===== config.mk =====
export PLATFORM = sky130hd
export DESIGN_NAME = uart_rx
export DESIGN_NICKNAME = d
export VERILOG_FILES = /design/src/rtl/uart_pkg.sv /design/src/rtl/uart_rx_sync.sv /design/src/rtl/uart_rx.sv
export SDC_FILE = /design/constraint.sdc
export NUM_CORES = 1
export LEC_CHECK = 0
export ABC_AREA = 0
export BUFFER_PORTS_ARGS = -buffer_cell sky130_fd_sc_hd__clkbuf_2
export CORE_MARGIN = 2
export CORE_UTILIZATION = 55
export CTS_CLUSTER_SIZE = 24
export DETAILED_ROUTE_END_ITERATION = 10
export PLACE_DENSITY = 0.79
export SLEW_MARGIN = 20
export SYNTH_ARGS = -nofsm -noshare
export SYNTH_HDL_FRONTEND = slang
export SYNTH_HIERARCHICAL = 1
export SYNTH_SLANG_ARGS = --single-unit

===== constraint.sdc =====
create_clock -name clk -period 2.45 [get_ports clk]
set_input_delay 0.245 -clock clk [delete_from_list [all_inputs] [get_ports clk]]
set_output_delay 0.245 -clock clk [all_outputs]
set_load 0.005 [all_outputs]

===== src/rtl/uart_pkg.sv =====
`default_nettype none
// ============================================================================
//  Module      : uart_pkg
//  Description : Shared UART definitions: FSM state encoding, bit-period
//                arithmetic and counter sizing. Used by the receiver and by
//                the companion transmitter.
//  Revision    : 1.0 - initial release
// ============================================================================
package uart_pkg;

  // 2-bit FSM state encoding
  localparam logic [1:0] ST_IDLE  = 2'd0;
  localparam logic [1:0] ST_START = 2'd1;
  localparam logic [1:0] ST_DATA  = 2'd2;
  localparam logic [1:0] ST_STOP  = 2'd3;

  typedef enum logic [1:0] {
    IDLE  = ST_IDLE,
    START = ST_START,
    DATA  = ST_DATA,
    STOP  = ST_STOP
  } uart_state_e;

  // Clock cycles per bit, rounded to the nearest integer.
  function automatic int unsigned clks_per_bit(input int unsigned clk_freq,
                                               input int unsigned baud);
    return (clk_freq + baud / 2) / baud;
  endfunction

  // Width of a counter that runs 0 .. cpb-1.
  function automatic int unsigned cnt_width(input int unsigned cpb);
    return (cpb < 2) ? 1 : $clog2(cpb);
  endfunction

endpackage : uart_pkg
`default_nettype wire


===== src/rtl/uart_rx_sync.sv =====
`default_nettype none
// ============================================================================
//  Module      : uart_rx_sync
//  Description : Two-flop synchronizer for an asynchronous single-bit input.
//                Both flops reset to 1 so an idle-high line (UART RX, push
//                buttons) reads as inactive straight out of reset.
//  Ports       : clk     - destination clock
//                rst_n   - asynchronous active-low reset
//                async_i - asynchronous input
//                sync_o  - synchronized output
//  Revision    : 1.0 - initial release
// ============================================================================
module uart_rx_sync (
  input  logic clk,
  input  logic rst_n,
  input  logic async_i,
  output logic sync_o
);

  logic meta_q;
  logic sync_q;

  always_ff @(posedge clk or negedge rst_n) begin
    if (!rst_n) begin
      meta_q <= 1'b1;
      sync_q <= 1'b1;
    end else begin
      meta_q <= async_i;
      sync_q <= meta_q;
    end
  end

  assign sync_o = sync_q;

endmodule : uart_rx_sync
`default_nettype wire


===== src/rtl/uart_rx.sv =====
`default_nettype none
// ============================================================================
//  Module      : uart_rx
//  Description : 8N1 UART receiver with mid-bit sampling and a valid/ready
//                output holding register.
//  Ports       : clk       - system clock
//                rst_n     - asynchronous active-low reset
//                uart_rxd  - serial input (asynchronous, idles high)
//                rx_ready  - consumer ready
//                rx_data   - received byte, stable while rx_valid is high
//                rx_valid  - byte available, held until accepted
//                frame_err - one-cycle pulse: stop bit sampled low
//                overrun   - one-cycle pulse: byte dropped, previous unaccepted
//  Revision    : 1.0 - initial release
// ============================================================================
module uart_rx
  import uart_pkg::*;
#(
  parameter int unsigned CLK_FREQ = 50_000_000,
  parameter int unsigned BAUD     = 115200
) (
  input  logic       clk,
  input  logic       rst_n,
  input  logic       uart_rxd,
  input  logic       rx_ready,
  output logic [7:0] rx_data,
  output logic       rx_valid,
  output logic       frame_err,
  output logic       overrun
);

  // CLKS_PER_BIT must be at least 4 for the half-bit count to be meaningful.
  localparam int unsigned CLKS_PER_BIT = clks_per_bit(CLK_FREQ, BAUD);
  localparam int unsigned HALF_BIT     = CLKS_PER_BIT / 2;
  localparam int unsigned CNT_W        = cnt_width(CLKS_PER_BIT);

  localparam logic [CNT_W-1:0] BIT_LAST  = CNT_W'(CLKS_PER_BIT - 1);
  localparam logic [CNT_W-1:0] HALF_LAST = CNT_W'(HALF_BIT - 1);

  logic             rxd_sync;
  logic             rxd_prev_q;
  logic             fall_edge;

  uart_state_e      state_q;
  logic [CNT_W-1:0] baud_cnt_q;
  logic [2:0]       bit_cnt_q;
  logic [7:0]       shift_q;
  logic [7:0]       rx_data_q;
  logic             rx_valid_q;
  logic             frame_err_q;
  logic             overrun_q;

  uart_rx_sync u_sync (
    .clk     (clk),
    .rst_n   (rst_n),
    .async_i (uart_rxd),
    .sync_o  (rxd_sync)
  );

  // Extra registered copy of the synchronized line for edge detection.
  always_ff @(posedge clk or negedge rst_n) begin
    if (!rst_n) begin
      rxd_prev_q <= 1'b1;
    end else begin
      rxd_prev_q <= rxd_sync;
    end
  end

  assign fall_edge = rxd_prev_q & ~rxd_sync;

  // The cycle the edge is seen is cycle 0; the counter is 0 in cycle 1, so
  // reaching HALF_BIT-1 puts the start sample at cycle HALF_BIT, and every
  // later sample lands exactly CLKS_PER_BIT cycles after the previous one.
  always_ff @(posedge clk or negedge rst_n) begin
    if (!rst_n) begin
      state_q     <= IDLE;
      baud_cnt_q  <= '0;
      bit_cnt_q   <= '0;
      shift_q     <= '0;
      rx_data_q   <= '0;
      rx_valid_q  <= 1'b0;
      frame_err_q <= 1'b0;
      overrun_q   <= 1'b0;
    end else begin
      frame_err_q <= 1'b0;
      overrun_q   <= 1'b0;

      // Accept; a delivery in the same cycle overrides this below.
      if (rx_valid_q && rx_ready) begin
        rx_valid_q <= 1'b0;
      end

      case (state_q)
        IDLE: begin
          if (fall_edge) begin
            state_q    <= START;
            baud_cnt_q <= '0;
            bit_cnt_q  <= '0;
          end
        end

        START: begin
          if (baud_cnt_q == HALF_LAST) begin
            baud_cnt_q <= '0;
            if (rxd_sync) begin
              state_q <= IDLE;   // line back high mid start bit: glitch
            end else begin
              state_q <= DATA;
            end
          end else begin
            baud_cnt_q <= baud_cnt_q + 1'b1;
          end
        end

        DATA: begin
          if (baud_cnt_q == BIT_LAST) begin
            baud_cnt_q <= '0;
            shift_q    <= {rxd_sync, shift_q[7:1]};  // LSB arrives first
            bit_cnt_q  <= bit_cnt_q + 1'b1;
            if (bit_cnt_q == 3'd7) begin
              state_q <= STOP;
            end
          end else begin
            baud_cnt_q <= baud_cnt_q + 1'b1;
          end
        end

        STOP: begin
          if (baud_cnt_q == BIT_LAST) begin
            baud_cnt_q <= '0;
            state_q    <= IDLE;
            if (!rxd_sync) begin
              frame_err_q <= 1'b1;
            end else if (!rx_valid_q || rx_ready) begin
              rx_data_q  <= shift_q;
              rx_valid_q <= 1'b1;
            end else begin
              overrun_q <= 1'b1;
            end
          end else begin
            baud_cnt_q <= baud_cnt_q + 1'b1;
          end
        end

        default: begin
          state_q <= IDLE;
        end
      endcase
    end
  end

  assign rx_data   = rx_data_q;
  assign rx_valid  = rx_valid_q;
  assign frame_err = frame_err_q;
  assign overrun   = overrun_q;

endmodule : uart_rx
`default_nettype wire


==> metrics.md <==
| Metric | Value |
|---|---|
| Crit Path Category | register to register |
| Setup crit end kind | register |
| RSZ-0062 raised after global routing | false |
| EDFF count, synth | 0 |
| Failing checks | negative hold slack |
| Finished Core Util | 0.621 |
| Global-route wire length before repair | 5440 µm |
| Fin crit share | 0.805 |
| Root Driver | clkbuf_4 |
| Max_cap viols | 0 |
| Avg Inst Size Synth | 11.6 µm² |
| Share of layout cells above drive strength 1 | 0.299 |
| Hold Path Class | input pin to async pin |
| Wire per inst | 16.0 µm |
| Initial DRC count | 69 |
| Crit path launch type | register |
| Clock Sinks | 36 |
| Outcome | complete, but fails checks |
| Die area | 0.00350 mm² |
| Area grow syn2layout | 10.5% |
| Setup violations, final | 0 |
| Total Routing Usage GR | 0.212 |
| CP max stage cell | dfrtp_1 |
| PwrDens | 745 mW/mm² |
| Antenna Cells | 0 |
| H-Tree Depth | 2 |
| Slew Limit Fails | 0 |
| Worst slew pin tran | 0.838 ns |
| Clock Latency Late Sink | 0.34 ns |
| Post-route minimum period | 1.97 ns |
| DP Area | 0.00179 mm² |
| Die Width | 59.2 µm |
| Clock skew | 0.00916 ns |
| Critical path cell sequence | inv_1 > ha_1 > and4bb_4 > a21boi_0 > buf_4 > nor2_1 > o211ai_1 |
| TritonCTS clock tree | done |
| Post-cts sizing count | 0 |
| Reg clk slew, reported paths | 0.11 ns |
| Routed Antenna Nets | 0 |
| Final cell count without fillers | 200 |
| CP arrival | 2.17 ns |
| Slew Limit Headroom | 0.442 |
| Worst R2R Setup Slack | 0.48 ns |
| Fmax | 507 MHz |
| First drt pass iteration count | 4 |
| Post-Place Cells | 191 |
| Worst hold slack | -0.0181 ns |
| Synth Cell Area | 0.00168 mm² |
| Mapped Cells | 145 |
| Num CTS Buffers | 5 |
| Buffers on Ports | 14 |
| Num rows | 20 |
| Routed vias/inst | 6.03 |
| Seq/Total Area, Yosys | 0.540 |
| Final Instance Area | 0.00185 mm² |
| DRC | 0 |
| Largest net degree at the start of global routing | 37 |
| TNS Setup | 0 ns |
| Synth Net Count | 154 |
| Peak VDD IR | 499 µV |
| Vias in the first global route | 1,199 |
| Max FO, Critical Path | 11 |
| WL final | 3190 µm |
| Max clock buf depth | 2 |
| Gpl congestion | 0.807 |
| Worst reg2reg path depth | 7 |
| Critical Path Max Stage Delay | 0.42 ns |
| Prevailing post-synth register cell | dfrtp_1 |
| Core footprint | 0.00298 mm² |
| Total number of vias | 1,206 |
| Final layout net count | 175 |
| Worst EP required | 2.65 ns |
| Fraction of registers with async set/reset | 1.00 |
| # IOs | 15 |
| Starting Density | 0.563 |
| DP HPWL | 2300 µm |
| Total gr overflow | 0 |
| Lkg Pwr | 0.909 nW |
| Initial antenna violation count | 0 |
| YS warnings | 6 |
| Final hold violation count | 32 |
| Synth Register Bits | 36 |
| Library cells used by synthesis | 37 |
| Die H | 59.2 µm |
-- metrics by stage --
stage / hold WS [ns] / power (mW) / setup WS [ns]
2_1_floorplan: -0.0506 / 0.977 / 0.662
3_3_place_gp: 0.335 / 1.05 / 0.556
3_5_place_dp: 0.338 / 1.08 / 0.478
4_1_cts: 0.0147 / 1.38 / 0.470
5_1_grt: 0.0584 / 1.46 / 0.293
6_report: -0.0181 / 1.38 / 0.478
-- layout make-up --
type                    instances  area, µm²
clock buffers                   6       41.3
fillers                       236       1130
flip-flops and latches         36        905
well taps                      33       41.3
repair buffers                 18        103
multi-input cells              98        722
clock inverters                 2       12.5
inverters                       7       26.3
-- worst paths after layout --
| kind | from | endpoint |
|---|---|---|
| max | baud_cnt_q[1]$_DFFE_PN0P_ | baud_cnt_q[4]$_DFFE_PN0P_ |
| min in group clk | rx_ready | overrun$_DFF_PN0_ |
| max in group asynchronous | rst_n | baud_cnt_q[5]$_DFFE_PN0P_ |
| min | rst_n | bit_cnt_q[0]$_DFFE_PN0P_ |
| max reg2reg | baud_cnt_q[1]$_DFFE_PN0P_ | baud_cnt_q[4]$_DFFE_PN0P_ |
| min reg2reg | u_sync/meta_q$_DFF_PN1_ | u_sync/sync_o$_DFF_PN1_ |
-- sequential cells by signal (all words and copies together) (netlist names), 3 cells and up, named ones only --
name	count
rx_data	8
bit_cnt_q	3
shift_q	8
baud_cnt_q	9
-- metal layers --
layer / wire length [µm] / GRT usage / up-vias
li1: - / - / 566
met1: 1360 / 0.262 / 597
met4: 76 / 0.104 / 0
met2: 1620 / 0.345 / 33
met3: 135 / 0.0524 / 10
met5: 0 / 0 / -
-- layout by cell type (no fill, tap or decap), types with 2 or more instances in the layout --
cell / instances
nor2b_1: 2
nor4_1: 2
nand3_1: 4
nor2_1: 6
clkbuf_4: 5
ha_1: 5
mux2_2: 17
o22ai_1: 3
clkbuf_2: 14
nand2_1: 14
nor3_1: 5
inv_1: 7
dfrtp_1: 33
dfstp_2: 3
o211ai_1: 5
o21ai_0: 13
buf_4: 3
o31ai_1: 2
-- synthesized netlist by cell type (all sizes together), types with 3 or more instances --
| master | n | area (µm²) |
|---|---|---|
| dfstp | 3 | 78.8 |
| nor3 | 5 | 25.0 |
| o22ai | 3 | 18.8 |
| o21ai | 13 | 65.1 |
| ha | 5 | 62.6 |
| buf | 3 | 15.0 |
| nand3 | 4 | 20.0 |
| o211ai | 5 | 37.5 |
| mux2 | 17 | 191 |
| nor2 | 6 | 22.5 |
| inv | 7 | 26.3 |
| nand2 | 15 | 63.8 |
| dfrtp | 33 | 826 |
-- worst max-delay path, delay by kind of cell (launching register included) --
kind	cells	cell delay, ns
and+or+nand+nor	2	0.70
buffers and inverters	2	0.29
AOI/OAI and AO/OA	2	0.27
adders and majority gates	1	0.15
DFF	1	0.42
-- report_power, final --
group	total, mW	switching [mW]	internal (mW)
clock network	0.306	0.196	0.111
registers	0.764	0.108	0.655
logic	0.309	0.182	0.127
total	1.38	0.486	0.893
-- kinds of logic (layout without fill, tap and decap cells) --
logic type / count (synthesis) / after routing / synth area share
buf+inv: 11 / 33 / 0.0291
fa+ha+maj: 5 / 5 / 0.0373
compound gates: 30 / 30 / 0.111
mux: 17 / 17 / 0.114
simple gates: 46 / 46 / 0.168
flops: 36 / 36 / 0.540
-- what timing repair did --
item                                    CTS  global route
endpoints found under the setup margin    0             0
hold buffers                              1             0
setup buffers                             0             0
endpoints found under the hold margin     1             0
Note: power is estimated with default switching activity, not from simulation.
